**src/rtl/load_store_unit_if.sv**
```systemverilog
// -----------------------------------------------------------------------------
// load_store_unit_if
//   Bundles every signal the load/store unit exchanges with its surroundings:
//   the CPU request/response handshake and the data memory ports.
//
//   modport slave  : the load/store unit itself (takes requests, drives memory)
//   modport master : the environment (execute stage issuing requests plus the
//                    data memory returning mem_read_value)
//
//   Request  : req_valid, req_ready, req_write, req_size, req_unsigned,
//              req_address, req_wdata
//   Response : resp_valid, resp_rdata, resp_misaligned, resp_out_of_range
//   Memory   : mem_read_enable, mem_read_address, mem_read_value,
//              mem_write_enable, mem_write_address, mem_write_value
// -----------------------------------------------------------------------------
interface load_store_unit_if;
    logic        req_valid;
    logic        req_ready;
    logic        req_write;
    logic [1:0]  req_size;
    logic        req_unsigned;
    logic [31:0] req_address;
    logic [31:0] req_wdata;

    logic        resp_valid;
    logic [31:0] resp_rdata;
    logic        resp_misaligned;
    logic        resp_out_of_range;

    logic        mem_read_enable;
    logic [31:0] mem_read_address;
    logic [31:0] mem_read_value;
    logic        mem_write_enable;
    logic [31:0] mem_write_address;
    logic [31:0] mem_write_value;

    modport master (
        output req_valid, req_write, req_size, req_unsigned, req_address, req_wdata,
        input  req_ready,
        input  resp_valid, resp_rdata, resp_misaligned, resp_out_of_range,
        input  mem_read_enable, mem_read_address,
        input  mem_write_enable, mem_write_address, mem_write_value,
        output mem_read_value
    );

    modport slave (
        input  req_valid, req_write, req_size, req_unsigned, req_address, req_wdata,
        output req_ready,
        output resp_valid, resp_rdata, resp_misaligned, resp_out_of_range,
        output mem_read_enable, mem_read_address,
        output mem_write_enable, mem_write_address, mem_write_value,
        input  mem_read_value
    );
endinterface

```
**src/rtl/load_store_unit.sv**
```systemverilog
// -----------------------------------------------------------------------------
// load_store_unit
//   Initiator side of the word-organised data memory. Accepts one load/store
//   at a time (byte / half / word, signed or unsigned loads), drives the
//   memory's registered read port and full-word write port, and performs
//   sub-word stores as read-modify-write.
//
//   Ports:
//     clock   : system clock, rising edge
//     reset_n : synchronous active-low reset
//     bus     : load_store_unit_if.slave (request, response, memory ports)
//
//   Latencies from the acceptance cycle T:
//     error       -> response at T+1 (no memory access)
//     word store  -> write at T+1, response at T+2
//     load        -> read at T+1, response at T+3
//     sub-store   -> read at T+1, write at T+3, response at T+4
// -----------------------------------------------------------------------------
module load_store_unit #(
    parameter int unsigned MEMORY_SIZE_BYTES = 4096
) (
    input  logic               clock,
    input  logic               reset_n,
    load_store_unit_if.slave   bus
);

    typedef enum logic [2:0] {
        S_IDLE,
        S_READ,
        S_MERGE,
        S_WRITE,
        S_DONE
    } state_t;

    state_t      state_q;

    // Captured request fields
    logic        write_q;
    logic        unsigned_q;
    logic [1:0]  size_q;
    logic [1:0]  lane_q;
    logic [31:0] wdata_q;

    // Registered outputs
    logic        req_ready_q;
    logic        resp_valid_q;
    logic [31:0] resp_rdata_q;
    logic        resp_misaligned_q;
    logic        resp_out_of_range_q;
    logic        mem_read_enable_q;
    logic [31:0] mem_read_address_q;
    logic        mem_write_enable_q;
    logic [31:0] mem_write_address_q;
    logic [31:0] mem_write_value_q;

    // Combinational helpers
    logic        misaligned_d;
    logic        out_of_range_d;
    logic [4:0]  lane_shift;
    logic [31:0] shifted_read;
    logic [31:0] lane_mask;
    logic [31:0] load_data_d;
    logic [31:0] merge_data_d;

    always_comb begin
        misaligned_d   = (bus.req_size == 2'b11)
                       | ((bus.req_size == 2'b01) & bus.req_address[0])
                       | ((bus.req_size == 2'b10) & (bus.req_address[1:0] != 2'b00));
        out_of_range_d = (bus.req_address >= 32'(MEMORY_SIZE_BYTES));

        // Little-endian lanes: the addressed byte sits at bit 8*lane.
        lane_shift   = {lane_q, 3'b000};
        shifted_read = bus.mem_read_value >> lane_shift;

        load_data_d = shifted_read;
        case (size_q)
            2'b00:   load_data_d = unsigned_q ? {24'd0, shifted_read[7:0]}
                                              : {{24{shifted_read[7]}}, shifted_read[7:0]};
            2'b01:   load_data_d = unsigned_q ? {16'd0, shifted_read[15:0]}
                                              : {{16{shifted_read[15]}}, shifted_read[15:0]};
            default: load_data_d = shifted_read;
        endcase

        lane_mask    = ((size_q == 2'b00) ? 32'h0000_00FF : 32'h0000_FFFF) << lane_shift;
        merge_data_d = (bus.mem_read_value & ~lane_mask) | ((wdata_q << lane_shift) & lane_mask);
    end

    always_ff @(posedge clock) begin
        if (!reset_n) begin
            state_q             <= S_IDLE;
            write_q             <= 1'b0;
            unsigned_q          <= 1'b0;
            size_q              <= 2'b00;
            lane_q              <= 2'b00;
            wdata_q             <= 32'd0;
            req_ready_q         <= 1'b1;
            resp_valid_q        <= 1'b0;
            resp_rdata_q        <= 32'd0;
            resp_misaligned_q   <= 1'b0;
            resp_out_of_range_q <= 1'b0;
            mem_read_enable_q   <= 1'b0;
            mem_read_address_q  <= 32'd0;
            mem_write_enable_q  <= 1'b0;
            mem_write_address_q <= 32'd0;
            mem_write_value_q   <= 32'd0;
        end else begin
            case (state_q)
                S_IDLE: begin
                    if (bus.req_valid && req_ready_q) begin
                        write_q     <= bus.req_write;
                        unsigned_q  <= bus.req_unsigned;
                        size_q      <= bus.req_size;
                        lane_q      <= bus.req_address[1:0];
                        wdata_q     <= bus.req_wdata;
                        req_ready_q <= 1'b0;
                        if (misaligned_d || out_of_range_d) begin
                            // Misalignment takes priority over range.
                            resp_valid_q        <= 1'b1;
                            resp_rdata_q        <= 32'd0;
                            resp_misaligned_q   <= misaligned_d;
                            resp_out_of_range_q <= ~misaligned_d & out_of_range_d;
                            state_q             <= S_DONE;
                        end else begin
                            mem_read_address_q <= {bus.req_address[31:2], 2'b00};
                            if (bus.req_write) begin
                                mem_write_address_q <= {bus.req_address[31:2], 2'b00};
                            end
                            if (bus.req_write && (bus.req_size == 2'b10)) begin
                                mem_write_enable_q <= 1'b1;
                                mem_write_value_q  <= bus.req_wdata;
                                state_q            <= S_WRITE;
                            end else begin
                                mem_read_enable_q <= 1'b1;
                                state_q           <= S_READ;
                            end
                        end
                    end
                end
                S_READ: begin
                    // Memory data shows up one cycle later, in MERGE.
                    mem_read_enable_q <= 1'b0;
                    state_q           <= S_MERGE;
                end
                S_MERGE: begin
                    if (write_q) begin
                        mem_write_value_q  <= merge_data_d;
                        mem_write_enable_q <= 1'b1;
                        state_q            <= S_WRITE;
                    end else begin
                        resp_rdata_q <= load_data_d;
                        resp_valid_q <= 1'b1;
                        state_q      <= S_DONE;
                    end
                end
                S_WRITE: begin
                    mem_write_enable_q <= 1'b0;
                    resp_rdata_q       <= 32'd0;
                    resp_valid_q       <= 1'b1;
                    state_q            <= S_DONE;
                end
                S_DONE: begin
                    resp_valid_q        <= 1'b0;
                    resp_misaligned_q   <= 1'b0;
                    resp_out_of_range_q <= 1'b0;
                    req_ready_q         <= 1'b1;
                    state_q             <= S_IDLE;
                end
                default: begin
                    req_ready_q <= 1'b1;
                    state_q     <= S_IDLE;
                end
            endcase
        end
    end

    assign bus.req_ready         = req_ready_q;
    assign bus.resp_valid        = resp_valid_q;
    assign bus.resp_rdata        = resp_rdata_q;
    assign bus.resp_misaligned   = resp_misaligned_q;
    assign bus.resp_out_of_range = resp_out_of_range_q;
    assign bus.mem_read_enable   = mem_read_enable_q;
    assign bus.mem_read_address  = mem_read_address_q;
    assign bus.mem_write_address = mem_write_address_q;
    assign bus.mem_write_value   = mem_write_value_q;
    // The write strobe is qualified by reset_n so a reset arriving while in
    // WRITE suppresses the write at that very edge, not just the cycle after.
    assign bus.mem_write_enable  = mem_write_enable_q & reset_n;

endmodule

```
**src/flat_wrapper.sv**
```systemverilog
// flat-port wrapper written by rule: the top's interface ports become plain ports
module load_store_unit_flat 
#(
    parameter int unsigned MEMORY_SIZE_BYTES = 4096
)
  (clock, reset_n, bus_req_valid, bus_req_write, bus_req_size, bus_req_unsigned, bus_req_address, bus_req_wdata, bus_req_ready, bus_resp_valid, bus_resp_rdata, bus_resp_misaligned, bus_resp_out_of_range, bus_mem_read_enable, bus_mem_read_address, bus_mem_write_enable, bus_mem_write_address, bus_mem_write_value, bus_mem_read_value);
  load_store_unit_if bus_i ();
  input  logic clock;
  input  logic reset_n;
  input wire logic [$bits(bus_i.req_valid)-1:0] bus_req_valid;
  input wire logic [$bits(bus_i.req_write)-1:0] bus_req_write;
  input wire logic [$bits(bus_i.req_size)-1:0] bus_req_size;
  input wire logic [$bits(bus_i.req_unsigned)-1:0] bus_req_unsigned;
  input wire logic [$bits(bus_i.req_address)-1:0] bus_req_address;
  input wire logic [$bits(bus_i.req_wdata)-1:0] bus_req_wdata;
  output wire logic [$bits(bus_i.req_ready)-1:0] bus_req_ready;
  output wire logic [$bits(bus_i.resp_valid)-1:0] bus_resp_valid;
  output wire logic [$bits(bus_i.resp_rdata)-1:0] bus_resp_rdata;
  output wire logic [$bits(bus_i.resp_misaligned)-1:0] bus_resp_misaligned;
  output wire logic [$bits(bus_i.resp_out_of_range)-1:0] bus_resp_out_of_range;
  output wire logic [$bits(bus_i.mem_read_enable)-1:0] bus_mem_read_enable;
  output wire logic [$bits(bus_i.mem_read_address)-1:0] bus_mem_read_address;
  output wire logic [$bits(bus_i.mem_write_enable)-1:0] bus_mem_write_enable;
  output wire logic [$bits(bus_i.mem_write_address)-1:0] bus_mem_write_address;
  output wire logic [$bits(bus_i.mem_write_value)-1:0] bus_mem_write_value;
  input wire logic [$bits(bus_i.mem_read_value)-1:0] bus_mem_read_value;
  assign bus_i.req_valid = bus_req_valid;
  assign bus_i.req_write = bus_req_write;
  assign bus_i.req_size = bus_req_size;
  assign bus_i.req_unsigned = bus_req_unsigned;
  assign bus_i.req_address = bus_req_address;
  assign bus_i.req_wdata = bus_req_wdata;
  assign bus_req_ready = bus_i.req_ready;
  assign bus_resp_valid = bus_i.resp_valid;
  assign bus_resp_rdata = bus_i.resp_rdata;
  assign bus_resp_misaligned = bus_i.resp_misaligned;
  assign bus_resp_out_of_range = bus_i.resp_out_of_range;
  assign bus_mem_read_enable = bus_i.mem_read_enable;
  assign bus_mem_read_address = bus_i.mem_read_address;
  assign bus_mem_write_enable = bus_i.mem_write_enable;
  assign bus_mem_write_address = bus_i.mem_write_address;
  assign bus_mem_write_value = bus_i.mem_write_value;
  assign bus_i.mem_read_value = bus_mem_read_value;
  load_store_unit #(.MEMORY_SIZE_BYTES(MEMORY_SIZE_BYTES)) u_core (.clock(clock), .reset_n(reset_n), .bus(bus_i));
endmodule
```
**config.mk**
```make
export PLATFORM = sky130hd
export DESIGN_NAME = load_store_unit_flat
export DESIGN_NICKNAME = d
export VERILOG_FILES = /design/src/rtl/load_store_unit_if.sv /design/src/rtl/load_store_unit.sv /design/src/flat_wrapper.sv
export SDC_FILE = /design/constraint.sdc
export NUM_CORES = 1
export LEC_CHECK = 0
export ABC_AREA = 1
export CAP_MARGIN = 20
export CORE_MARGIN = 3
export CORE_UTILIZATION = 45
export DETAILED_ROUTE_END_ITERATION = 7
export GPL_ROUTABILITY_DRIVEN = 0
export PLACE_DENSITY = 0.77
export SYNTH_ARGS = -nofsm -noshare
export SYNTH_HDL_FRONTEND = slang
export SYNTH_SLANG_ARGS = --single-unit
```
**constraint.sdc**
```tcl
create_clock -name clock -period 2.3 [get_ports clock]
set_input_delay 0.46 -clock clock [delete_from_list [all_inputs] [get_ports clock]]
set_output_delay 0.46 -clock clock [all_outputs]
set_load 0.1 [all_outputs]
```
==> flow_metrics.env <==
export IMPL_root_buffer="clkbuf_16"
export IMPL_grt_use_total_pct=26.08
export IMPL_numCtsBuffers=17
export IMPL_synth_ff_type="dfxtp_1"
export IMPL_antenna_cells=0
export IMPL_synth_edf_count=0
export IMPL_status="completed"
export IMPL_cts_sinks=163
export IMPL_drt_iter0_markers=827
export IMPL_cp_start_kind="flop"
export IMPL_final_cell_mix="nand2_1, nor2_1, dfxtp_1, buf_4, inv_1"
export IMPL_hold_violations=0
export IMPL_p_leak_nw=5.062
export IMPL_synth_cells=1242
export IMPL_period_needed_ns=1.981
export IMPL_wl_per_cell_um=15.64
export IMPL_tritoncts="done"
export IMPL_postCtsHoldBufs=0
export IMPL_grt_pass1_wl_mm=40.92
export IMPL_multi_input_area_mm2=0.003769
export IMPL_synth_warnings=0
export IMPL_power_density_mw_per_mm2=736.1
export IMPL_ys_ff_latch=163
export IMPL_setup_viol=0
export IMPL_async_flop_share_pct=0
export IMPL_antenna_found_initial=0
export IMPL_ios=237
export IMPL_ir_drop_mv=0.5224
export IMPL_drc=0
export IMPL_yosysSeqAreaShare_pct=41.05
export IMPL_overflow=0
export IMPL_synth_distinct_cells=32
export IMPL_seqCellArea_mm2=0.003264
export IMPL_postPlaceCellArea_mm2=0.01024
export IMPL_final_common_cell="nand2_1"
export IMPL_die_w_um=138.9
export IMPL_fillers=1548
export IMPL_finClkSkew_ns=0.009147
export IMPL_std_cell_rows=47
export IMPL_reg2reg_slack_ns=0.32
export IMPL_worst_slack_ns=0.3187
export IMPL_worst_pin_slew_ns=0.5776
export IMPL_post_cts_setup_buffers=0
export IMPL_post_route_period_util_pct=86.14
export IMPL_drt_pass1_iterations=6
export IMPL_core_area_mm2=0.01694
export IMPL_relSlewSlack_pct=61.44
export IMPL_dpl_hpwl_mm=19.49
export IMPL_crit_fanout=21
export IMPL_ant_nets=0
export IMPL_drv_cap=0
export IMPL_preCtsSetupSlack_ns=-0.01935
export IMPL_drive_gt1_share_pct=14.92
export IMPL_port_buffer_count=232
export IMPL_initial_core_util_pct=46.93
export IMPL_areaGrowthSynthToFinish_pct=36.46
export IMPL_syn_mean_instance_area_um2=6.400
export IMPL_crit_required_ns=2.62
export IMPL_cts_resized=0
export IMPL_clk_latency_ns=0.42
export IMPL_netlist_area_mm2=0.007949
export IMPL_hold_class="in -> reg"
export IMPL_grt_max_degree=58
export IMPL_p_total_mw=7.985
export IMPL_worst_setup_path_type="reg -> reg"
export IMPL_vias=8614
export IMPL_cts_buffer_depth=2
export IMPL_fin_area_mm2=0.01085
export IMPL_fmax_mhz=504.7
export IMPL_viasPerCell=5.124
export IMPL_routed_wl_mm=26.29
export IMPL_cp_end_kind="flop"
export IMPL_die_area_mm2=0.01929
export IMPL_die_y_um=138.9
export IMPL_cts_htree_levels=4
export IMPL_drv_slew=0
export IMPL_nNetsFinal=1551
export IMPL_crit_arrival_ns=2.31
export IMPL_grt_pass1_vias=7801
export IMPL_path_clk_slew_ns=0.07
export IMPL_rsz0062_at_grt="no"
metrics by stage:
step | instances | util, % | setup TNS, ns | hold slack [ns]
after global routing | 1681 | 64.04 | 0 | 0.4271
after detailed placement | 1649 | 60.48 | -0.1029 | 0.4278
after floorplan | 1245 | - | 0 | 0.4297
after CTS | 1681 | 64.04 | 0 | 0.4099
final | 1681 | 64.04 | 0 | 0.4255
after global placement | 1649 | 60.48 | 0 | 0.4253
per-layer routing:
metal	wire, µm	GRT usage (%)	up-vias
met3	3102	8.483	46
met1	10650	33.58	3836
met2	11860	41.78	417
li1	-	-	4315
met5	0	0	-
met4	676	8.136	0
kinds of logic after synthesis:
logic type             share of synthesized area, %
flip-flops                                    41.05
buffers and inverters                         11.68
AND/OR/NAND/NOR                               31.87
AO/OA/AOI/OAI                                 15.35
other                                       0.04718
final cells by class:
class | instances | area share, %
repair buffers | 272 | 22.17
clock buffers | 17 | 3.922
inverters | 141 | 4.879
clock inverters | 15 | 1.650
well taps | 220 | 2.538
flip-flops and latches | 163 | 30.10
multi-input cells | 853 | 34.74
cell usage after synthesis, types with 2 or more instances:
| library cell | instances | area, µm² |
|---|---|---|
| buf_4 | 11 | 82.58 |
| o21ai_0 | 101 | 505.5 |
| buf_2 | 16 | 80.08 |
| nand3_1 | 79 | 395.4 |
| a21oi_1 | 92 | 460.4 |
| buf_1 | 10 | 37.54 |
| nor2_1 | 190 | 713.2 |
| nand4_1 | 10 | 62.56 |
| nand2_2 | 2 | 12.51 |
| o21a_1 | 13 | 97.59 |
| inv_2 | 3 | 11.26 |
| nor3_1 | 11 | 55.05 |
| o221ai_1 | 4 | 35.03 |
| or2_2 | 2 | 12.51 |
| o211ai_1 | 11 | 82.58 |
| nand3_2 | 2 | 20.02 |
| inv_1 | 137 | 514.2 |
| clkbuf_1 | 50 | 187.7 |
| o2111ai_1 | 2 | 17.52 |
| nand2_1 | 322 | 1209 |
| dfxtp_1 | 163 | 3263 |
critical path, cell delays in order, from the launching register on:
cell and delay, ns:
dfxtp_1 0.31, inv_1 0.27, buf_4 0.32, nand2_1 0.31, a21oi_1 0.24, o21ai_0 0.15
o21a_1 0.14, nor2_1 0.08, nor2_1 0.05
sequential cells by signal, summed over array words and instances (netlist names):
name / cells
u_core.bus.mem_read_enable: 1
u_core.unsigned_q: 1
u_core.mem_write_enable_q: 1
u_core.bus.resp_rdata: 32
u_core.wdata_q: 24
u_core.bus.resp_misaligned: 1
u_core.lane_q: 2
u_core.bus.req_ready: 1
u_core.size_q: 2
u_core.bus.mem_read_address: 30
u_core.state_q: 3
u_core.bus.resp_valid: 1
u_core.bus.mem_write_value: 32
u_core.bus.resp_out_of_range: 1
u_core.bus.mem_write_address: 30
u_core.write_q: 1
report_power, final:
| part | internal, mW | switching [mW] | total, mW | leakage [nW] |
|---|---|---|---|---|
| clock | 1.48 | 1.38 | 2.86 | 0.296 |
| combinational | 0.612 | 1.48 | 2.09 | 3.44 |
| sequential | 2.96 | 0.0745 | 3.04 | 1.33 |
| total | 5.05 | 2.93 | 7.98 | 5.06 |
path summary, 6_finish.rpt:
kind | startpoint | endpoint | cells after the start
setup / recovery | u_core.lane_q[1] | u_core.bus.mem_write_value[14] | 8
hold / removal | reset_n | u_core.bus.resp_out_of_range | 3
setup reg to reg | u_core.lane_q[1] | u_core.bus.mem_write_value[14] | 8
hold reg to reg | u_core.bus.mem_write_address[29] | u_core.bus.mem_write_address[29] | 2
Note: power is estimated with default switching activity, not from simulation.
